### src/rtl/issue_stage_pkg.sv
// rtl/issue_stage_pkg.sv - Widths, opcodes, instruction field positions and decode helpers for issue_stage
package issue_stage_pkg;

    localparam int ADDR     = 16;
    localparam int W_OPC    = 7;
    localparam int W_OPR    = 32;
    localparam int W_RD     = 5;
    localparam int W_IMM    = 16;
    localparam int NREG     = 1 << W_RD;

    localparam int OPC_LSB  = 25;
    localparam int RD_LSB   = 20;
    localparam int IMMF_BIT = 19;
    localparam int RS_LSB   = 14;
    localparam int IMM_LSB  = 0;

    typedef enum logic [4:0] {
        OP_ADD  = 5'd0,  OP_SUB  = 5'd1,  OP_MUL  = 5'd2,  OP_DIV  = 5'd3,
        OP_CMP  = 5'd4,  OP_ABS  = 5'd5,  OP_ADC  = 5'd6,  OP_SBC  = 5'd7,
        OP_SHL  = 5'd8,  OP_SHR  = 5'd9,  OP_ASH  = 5'd10, OP_ROL  = 5'd12,
        OP_ROR  = 5'd13, OP_AND  = 5'd16, OP_OR   = 5'd17, OP_NOT  = 5'd18,
        OP_XOR  = 5'd19, OP_SETL = 5'd22, OP_SETH = 5'd23, OP_LD   = 5'd24,
        OP_ST   = 5'd25, OP_J    = 5'd28, OP_JA   = 5'd29, OP_NOP  = 5'd30,
        OP_HLT  = 5'd31
    } op_e;

    typedef struct packed {
        logic [ADDR-1:0]  pc;
        logic [W_OPC-1:0] opc;
        logic [W_OPR-1:0] opr0;
        logic [W_OPR-1:0] opr1;
        logic             immf;
        logic             immsign;
        logic             stf;
        logic             wb;
        logic [W_IMM-1:0] imm;
        logic [W_RD-1:0]  wb_r;
    } issue_fields_t;

    // Any opcode outside the map (including non-zero upper bits) is issued as a NOP.
    function automatic op_e op_norm(input logic [W_OPC-1:0] opc);
        op_e op;
        op = OP_NOP;
        if (opc[W_OPC-1:5] == '0) begin
            case (opc[4:0])
                5'd11, 5'd14, 5'd15, 5'd20, 5'd21, 5'd26, 5'd27: op = OP_NOP;
                default: op = op_e'(opc[4:0]);
            endcase
        end
        return op;
    endfunction

    function automatic logic dec_wb(input op_e op);
        return !(op inside {OP_CMP, OP_ST, OP_J, OP_JA, OP_NOP, OP_HLT});
    endfunction

    function automatic logic dec_immsign(input op_e op);
        return (op <= OP_SBC) || (op == OP_J) || (op == OP_JA);
    endfunction

    function automatic logic dec_is_jump(input op_e op);
        return (op == OP_J) || (op == OP_JA);
    endfunction

    function automatic logic dec_use_rd(input op_e op);
        return !(op inside {OP_LD, OP_J, OP_JA, OP_NOP, OP_HLT});
    endfunction

    function automatic logic dec_use_rs(input op_e op, input logic immf);
        return !immf && !(op inside {OP_NOP, OP_HLT, OP_SETL, OP_SETH});
    endfunction

endpackage

### src/rtl/issue_stage_regfile_2r1w.sv
// rtl/issue_stage_regfile_2r1w.sv - 2-read/1-write register file, async reads with write-through
module issue_stage_regfile_2r1w #(
    parameter int W  = 32,
    parameter int AW = 5
) (
    input  logic          clk,
    input  logic          we_i,
    input  logic [AW-1:0] wa_i,
    input  logic [W-1:0]  wd_i,
    input  logic [AW-1:0] ra0_i,
    output logic [W-1:0]  rd0_o,
    input  logic [AW-1:0] ra1_i,
    output logic [W-1:0]  rd1_o
);

    logic [W-1:0] mem_q [2**AW];

    always_ff @(posedge clk) begin
        if (we_i) mem_q[wa_i] <= wd_i;
    end

    assign rd0_o = (we_i && (wa_i == ra0_i)) ? wd_i : mem_q[ra0_i];
    assign rd1_o = (we_i && (wa_i == ra1_i)) ? wd_i : mem_q[ra1_i];

endmodule

### src/rtl/issue_stage.sv
// rtl/issue_stage.sv - Decode/register-read stage with pending-register scoreboard interlock
// Define ISSUE_BYPASS_EN to let a source pending only on the current writeback issue that cycle.
module issue_stage
    import issue_stage_pkg::*;
(
    input  logic              clk,
    input  logic              reset,
    input  logic              v_i,
    input  logic [31:0]       inst_i,
    input  logic [ADDR-1:0]   pc_i,
    output logic              stall_o,
    input  logic              stall_i,
    input  logic              branch_i,
    input  logic              wb_i,
    input  logic [W_RD-1:0]   wb_r_i,
    input  logic [W_OPR-1:0]  wb_data_i,
    output logic              v_o,
    output logic [ADDR-1:0]   pc_o,
    output logic [W_OPC-1:0]  opecode_o,
    output logic [W_OPR-1:0]  opr0_o,
    output logic [W_OPR-1:0]  opr1_o,
    output logic              immf_o,
    output logic              immsign_o,
    output logic              stf_o,
    output logic              wb_o,
    output logic [W_IMM-1:0]  imm_o,
    output logic [W_RD-1:0]   wb_r_o
);

    op_e              op;
    logic [W_RD-1:0]  rd, rs;
    logic             immf, use_rd, use_rs, writes_rd;
    logic [W_OPR-1:0] rdata0, rdata1;
    logic [NREG-1:0]  pend_q, pend_d, src_pend;
    logic             hazard, issue;
    logic             v_q, v_d;
    issue_fields_t    out_q, out_d, fields;

    assign op        = op_norm(inst_i[OPC_LSB +: W_OPC]);
    assign rd        = inst_i[RD_LSB +: W_RD];
    assign rs        = inst_i[RS_LSB +: W_RD];
    assign immf      = inst_i[IMMF_BIT];
    assign use_rd    = dec_use_rd(op);
    assign use_rs    = dec_use_rs(op, immf);
    assign writes_rd = dec_wb(op);

    issue_stage_regfile_2r1w #(.W(W_OPR), .AW(W_RD)) u_regfile (
        .clk   (clk),
        .we_i  (wb_i),
        .wa_i  (wb_r_i),
        .wd_i  (wb_data_i),
        .ra0_i (rd),
        .rd0_o (rdata0),
        .ra1_i (rs),
        .rd1_o (rdata1)
    );

`ifdef ISSUE_BYPASS_EN
    // The write-through read already returns wb_data_i, so only the interlock needs relaxing.
    assign src_pend = pend_q & ~({{(NREG-1){1'b0}}, wb_i} << wb_r_i);
`else
    assign src_pend = pend_q;
`endif

    // WAW uses the raw scoreboard in both builds.
    assign hazard  = v_i & ~branch_i &
                     ((use_rd & src_pend[rd]) | (use_rs & src_pend[rs]) | (writes_rd & pend_q[rd]));
    assign stall_o = stall_i | hazard;
    assign issue   = v_i & ~stall_i & ~branch_i & ~hazard;

    always_comb begin
        fields         = '0;
        fields.pc      = pc_i;
        fields.opc     = W_OPC'(op);
        fields.opr0    = use_rd ? rdata0 : (dec_is_jump(op) ? W_OPR'(rd) : '0);
        fields.opr1    = use_rs ? rdata1 : '0;
        fields.immf    = immf;
        fields.immsign = dec_immsign(op);
        fields.stf     = (op == OP_ST);
        fields.wb      = writes_rd;
        fields.imm     = immf ? inst_i[IMM_LSB +: W_IMM] : '0;
        fields.wb_r    = rd;
    end

    always_comb begin
        v_d    = v_q;
        out_d  = out_q;
        pend_d = pend_q;
        if (wb_i) pend_d[wb_r_i] = 1'b0;
        if (!stall_i) begin
            v_d = issue;
            if (!branch_i && !hazard) out_d = fields;
            if (issue && writes_rd) pend_d[rd] = 1'b1;
        end
    end

    always_ff @(posedge clk or negedge reset) begin
        if (!reset) begin
            v_q    <= 1'b0;
            out_q  <= '0;
            pend_q <= '0;
        end else begin
            v_q    <= v_d;
            out_q  <= out_d;
            pend_q <= pend_d;
        end
    end

    assign v_o       = v_q;
    assign pc_o      = out_q.pc;
    assign opecode_o = out_q.opc;
    assign opr0_o    = out_q.opr0;
    assign opr1_o    = out_q.opr1;
    assign immf_o    = out_q.immf;
    assign immsign_o = out_q.immsign;
    assign stf_o     = out_q.stf;
    assign wb_o      = out_q.wb;
    assign imm_o     = out_q.imm;
    assign wb_r_o    = out_q.wb_r;

endmodule

### config.mk
export PLATFORM = sky130hd
export DESIGN_NAME = issue_stage
export DESIGN_NICKNAME = d
export VERILOG_FILES = /design/src/rtl/issue_stage_pkg.sv /design/src/rtl/issue_stage_regfile_2r1w.sv /design/src/rtl/issue_stage.sv
export SDC_FILE = /design/constraint.sdc
export NUM_CORES = 2
export LEC_CHECK = 0
export CELL_PAD_IN_SITES_DETAIL_PLACEMENT = 1
export CELL_PAD_IN_SITES_GLOBAL_PLACEMENT = 1
export CORE_MARGIN = 2
export CORE_UTILIZATION = 41
export CTS_CLUSTER_SIZE = 10
export DETAILED_ROUTE_END_ITERATION = 7
export HOLD_SLACK_MARGIN = 0.06
export PLACE_DENSITY = 0.69
export SYNTH_ARGS = -nofsm -noshare
export SYNTH_HDL_FRONTEND = slang
export SYNTH_SLANG_ARGS = --single-unit
### constraint.sdc
create_clock -name clk -period 3.79 [get_ports clk]
set_input_delay 0.9475 -clock clk [delete_from_list [all_inputs] [get_ports clk]]
set_output_delay 0.9475 -clock clk [all_outputs]
set_load 0.05 [all_outputs]
* Word level (Yosys, flattened, before mapping) *
Memories as Yosys holds them, arrays and structs flattened.
Index checks and enable logic that the tools add are counted.

word-level totals
  flip-flop bits (word level) = 143
  bits in latches = 0
  memory bits (writable) = 1024
  bits in read-only memories = 0
  output and inout port bits = 114
  memories = 1

operators by class
  $add $sub $neg = 0
  $mul = 0
  div/mod/pow operators = 0
  magnitude comparators = 6
  eq/ne operators = 18
  shifts and indexed selects = 0
  multiplexer cells = 21
  bitwise logic cells = 17
  reduce and logical (&&, ||, !) cells = 22

memories
  memory           words  width  rd ports  clocked after memory_dff  wr ports  line                            text
  u_regfile.mem_q  32     32     2         0                         1         issue_stage_regfile_2r1w.sv:16  logic [W-1:0] mem_q [2**AW];

operators with widths
  cell                number
  $mux 32             7
  $eq 5x5->1 const B  12
  $and 32x32->32      1
  $not 32->32         1
  $or 32x32->32       1
  $lt 5x6->1 const B  3
  $mux 16             1
  $eq 5x4->1 const B  3
  $mux 5              3
  $bmux 1 s5          2
  $demux 1 s5         2
  $eq 5x5->1          2
  $ge 5x1->1 const B  2
  $and 1x1->1         8
  $logic_and 1x1->1   7
  $reduce_or 7->1     1
  $logic_not 1->1     6
  $mux 1              6
  $reduce_bool 6->1   1
  $eq 5x3->1 const B  1
  $le 5x3->1 const B  1
  $reduce_bool 5->1   1
  $reduce_bool 4->1   1
  $logic_or 1x1->1    3
  other kinds (4)     8

* Logic depth before layout (Yosys ltp) *
  word-level depth = 17
  gate-level depth with buffers = 13

* Modules after synthesis *
Synthesis repeated with hierarchy kept, for this count alone.

second synthesis, totals
  cells, all modules = 3820
  area, all modules = 57017.2 um2

by module, submodules not included
  module                    instances  cells an instance  area an instance (um2)  seq. area each (um2)
  issue_stage_regfile_2r1w  1          3227               49749.0                 30749.5
  issue_stage               1          593                7268.2                  3578.4

* Least setup slack after synthesis *
OpenSTA, ideal clock, no wires.

  kind = input to output
  start = input port inst_i[22]
  end = output port stall_o
  data arrival time = 3.137 ns
  required time = 2.843 ns
  path slack = -0.295 ns
  cell stages on the path = 9
  path buffers = 3
  path through = clkbuf_1 > clkbuf_1 > nand2b_1 > nor2_1 > a221oi_1 > nand4_1 > o2bb2ai_1 > clkbuf_1 > a31o_2

between the ends
  word-level cells in the longest chain between the ends = 7
  elaborated cells between the ends (all ways) = 8
  classes of those cells = mux: 2; bitwise: 6

ends and longest elaborated chain
  element                           line               text
  from (decl)                       issue_stage.sv:9   input logic [31:0] inst_i,
  $bmux 1 s5 (*)                    issue_stage.sv:67  ((use_rd & src_pend[rd]) | (use_rs & src_pend[rs]) | (writes_rd & pend_q[rd]));
  $mux 1 (implied by the code) (*)  issue_stage.sv:67
  $and 1x1->1                       issue_stage.sv:67
  $or 1x1->1                        issue_stage.sv:67
  $or 1x1->1 (*)                    issue_stage.sv:67
  $and 1x1->1 (*)                   issue_stage.sv:66  assign hazard = v_i & ~branch_i &
  $or 1x1->1 (*)                    issue_stage.sv:68  assign stall_o = stall_i | hazard;
  to (decl)                         issue_stage.sv:11  output logic stall_o,

Mark *: on every way between the ends. The rest lies on a longest branch, timed or not. The select of a mux whose other input is x is not followed.

* Final worst setup path *
Ends and elaborated chain as after synthesis.

==> results.md <==
Power and ir drop:
- Internal power comes to approximately 23 mW.
- The share of total power dissipated in combinational logic is 0.109.
- The completed layout was analyzed and its total power is 30.0 mW.
- Across the VDD grid, the largest voltage drop is roughly 370 µV.
- The portion of total power attributed to the clock network is 0.411.
- The fraction of power spent switching nets is 0.248.
- The sequential cell fraction of total power is 0.480.
- The power density of the placed cells is ~470 nW/µm².
- In this run the static leakage power is 21.6 nW.
- In this run the power spent charging and discharging nets is ~7.4 mW.

Timing:
- Once routing completed, OpenROAD measured the worst setup slack at 0.107 ns.
- The share of the clock period used by the worst path after layout is 0.972.
- For the pin with the worst max-slew slack, the measured transition is approximately 1.3 ns.
- The worst pin sits at a relative slew slack of 0.0995.
- The maximum clock rate is 0.271 GHz.
- The final clock skew is approximately 0.024 ns.
- The max-slew violation count was 0.
- Setup violations remaining at the end of the flow were counted as 0.
- The hold violation total from the final report is 0.
- Counting I/O delays and the setup requirement, the final critical path takes between 3 and 4 ns.
- Setup repair after global routing left no endpoint under its margin.

Floorplanning:
- The initial cell density of the core is 0.412.
- The die area is 133000 µm².
- The site row count is approximately 130.
- The core area is roughly 130000 µm².
- The width of the die is between 300 and 400 µm.
- The count of boundary I/O pins is around 210.
- The die boundary height is between 300 and 400 µm.

Finish:
- The utilization of the core after routing is 0.498.
- The share of cells above drive strength 1 is 0.270.
- The area added between synthesis and finish is 20.8%.
- At the end of the flow, the number of nets in the layout was between 3000 and 4000.
- After the flow finishes, the layout carries non-filler instances totaling roughly 5400.

Global route:
- Entering global routing, the biggest net connects 86 pins.
- The number of antenna violations at the first check in global routing came to 6.
- The via count of the first global-routing pass is roughly 37000.
- The total overflow reported by the global router is 0.
- The wire length of the first global-routing pass is around 270000 µm.
- The aggregate global-route resource usage is 0.292.

Clock network:
- The clock tree root buffer cell is clkbuf_16.
- The TritonCTS buffer count is roughly 140.
- The maximum number of buffers from clock root to sink is 3.
- The total clock sinks is around 1200.
- The H-tree depth reported by CTS is 4.
- The clock transition at the register clock pins on the worst setup and hold paths after CTS is about 0.050 ns.
- TritonCTS built the clock tree.
- For the worst-skew pair, the clock arrives at the later sink with an insertion delay of around 0.77 ns.

Synth:
- The primary flip-flop cell chosen by synthesis mapping is edfxtp_1.
- The most frequent cell after synthesis is edfxtp_1.
- Yosys attributes the largest share of cell area to edfxtp_1 58%, mux4_2 16%, dfrtp_1 6.7%, mux2i_1 5.2%, o22ai_1 2.1%.
- Counting flops with a built-in enable in the synthesized netlist gives 1024.
- Counting instances in the post-synthesis netlist gives the leading cell types as 1024 x edfxtp_1, 378 x mux4_2, 276 x mux2i_1.
- The average cell area after synthesis is 17.0 µm².
- For this run, the number of Yosys warnings is 0.
- The biggest area contributor in the post-synthesis netlist is edfxtp_1.
- The share of synthesized area in the top cell type comes to 0.577.
- The mapped cell area is around 53000 µm².
- Synthesis produced approximately 3100 cells.
- Synthesis inferred approximately 1200 register bits.
- Of all flip-flops after synthesis, the portion carrying an async set or reset was 0.123.
- The synthesized netlist contains 62 unique library cells.
- The register area share after synthesis is 0.644.

Drt:
- The met3 wire length is approximately 22000 µm.
- The post-detailed-route count of antenna-violating nets is 0.
- The top routing layer in use is met5.
- The routed wire length on met2 is around 90000 µm.
- In the final routed layout, each cell accounts on average for 36.3 µm.
- After detailed routing, the number of vias per cell comes to between 6 and 7.
- The first TritonRoute pass finished after 6 iterations.
- For this run, design rule violations remaining after detail routing come to 0.
- The first routing iteration left between 4000 and 5000 violations.
- The count of vias placed by the detailed router is roughly 36000.
- Summed over all layers, the routed wires come to between 150000 and 200000 µm.
- In the final routing, the length of wire on met1 measures about 75000 µm.

Placement:
- The final estimated routing congestion in global placement is 0.850.
- After detailed placement, the design holds a cell count of between 5000 and 6000.
- The setup slack after placement is -0.377 ns.
- The count of input and output buffers is approximately 200.
- The half-perimeter wire length of the detailed placement result is roughly 120000 µm.

Setup path:
- The required time reported for the critical path endpoint is roughly 2.8 ns.
- The data arrival time at the worst-slack endpoint is approximately 2.7 ns.
- Along the worst path, the maximum fanout reaches 10.
- STA classifies the critical path endpoint as an output port.
- The nature of the critical path startpoint is an input pin.
- The critical path in this run is classified as in -> out.

Outcome:
- The run finished with clean final reports.

Hold path:
- The worst hold-check path type is in -> async.

Flow run:
- Across the run, the number of max-cap violations was 0.
-- stage by stage --
stage | hold slack [ns] | TNS, ns | area [µm²]
6_report | 0.279 | 0 | 64400
5_1_grt | 0.330 | 0 | 64400
4_1_cts | 0.280 | 0 | 64300
3_5_place_dp | 0.469 | -30.95 | 60100
3_3_place_gp | 0.463 | -30.11 | 60100
2_1_floorplan | 0.485 | 0 | 53300
-- state kept, by name, indices dropped and copies added, names as in the netlist, 5 cells and up --
register	flops
opr0_o	32
pend_q	32
opecode_o	5
pc_o	16
u_regfile.mem_q	1024
wb_r_o	5
imm_o	16
opr1_o	32
-- critical path, stage by stage --
cell and delay, ns:
dlygate4sd2_1 0.26, buf_12 0.15, buf_4 0.19, nand2_2 0.10, nor2_2 0.07, a221oi_2 0.23, nand4_1 0.25, o2bb2ai_4 0.22
a31o_4 0.17, buf_12 0.13
-- final timing paths --
path / startpoint / depth (start not counted) / endpoint / slack (ns)
hold / removal: reset / 1 / v_o / 0.28
min in group clk: opr0_o[23] / 2 / opr0_o[23] / 0.48
max in group asynchronous: reset / 2 / opr1_o[15] / 2.62
hold reg to reg: opr0_o[23] / 2 / opr0_o[23] / 0.48
setup reg to reg: pend_q[21] / 8 / pc_o[4] / 0.80
setup / recovery: inst_i[22] / 10 / stall_o / 0.11
-- cell type report --
class / instances / area, µm²
fill: 12100 / 64800
sequential: 1167 / 34300
multi-input combinational: 1701 / 18200
timing repair buffer: 520 / 5540
clock buffer: 211 / 3850
tap: 1742 / 2180
clock inverter: 18 / 240
inverter: 6 / 22.5
antenna: 3 / 7.51
-- cell families after synthesis --
logic type / Yosys count / share of synthesized area
AO/OA/AOI/OAI: 588 / 0.0724
XOR/XNOR: 10 / 0.00164
AND/OR/NAND/NOR: 404 / 0.0386
other: 1 / 0.0000704
flip-flops: 1167 / 0.644
buffers and inverters: 265 / 0.0220
multiplexers: 697 / 0.221
-- power groups by stage --
stage               sequential, mW  clock, mW  combinational [mW]
finish                        14.4       12.3                3.28
global route                  14.4       12.9                3.43
CTS                           14.4       12.5                3.26
detailed placement            14.7          0                3.23
global placement              14.6          0                3.19
floorplan                     15.0          0                1.38
-- timing repair --
item	4_1_cts	5_1_grt
endpoints found under the setup margin	1	1
hold endpoints to repair	0	0
hold buffers	0	0
pin swaps	5	5
cloned	1	0
resized for setup	21	12
buffers inserted	6	1
-- layer usage --
metal	vias to the layer above	track usage
met4	6	0.119
met1	19000	0.397
met3	440	0.0714
li1	13900	-
met2	2384	0.453
met5	-	0
-- placed cells by master (no fill, tap or decap), types with 29 or more instances in the layout --
cell type / count
a22oi_1: 136
nor2_1: 29
clkdlybuf4s50_1: 187
clkbuf_1: 65
o21ai_0: 110
edfxtp_1: 1024
clkbuf_16: 142
a21oi_1: 47
o31ai_1: 30
buf_4: 229
o22ai_1: 180
mux4_2: 378
dfrtp_1: 142
mux2i_1: 275
nor4_1: 57
nor2_4: 33
mux2_2: 36
nand2_1: 135
buf_12: 87
Note: power is estimated with default switching activity, not from simulation.
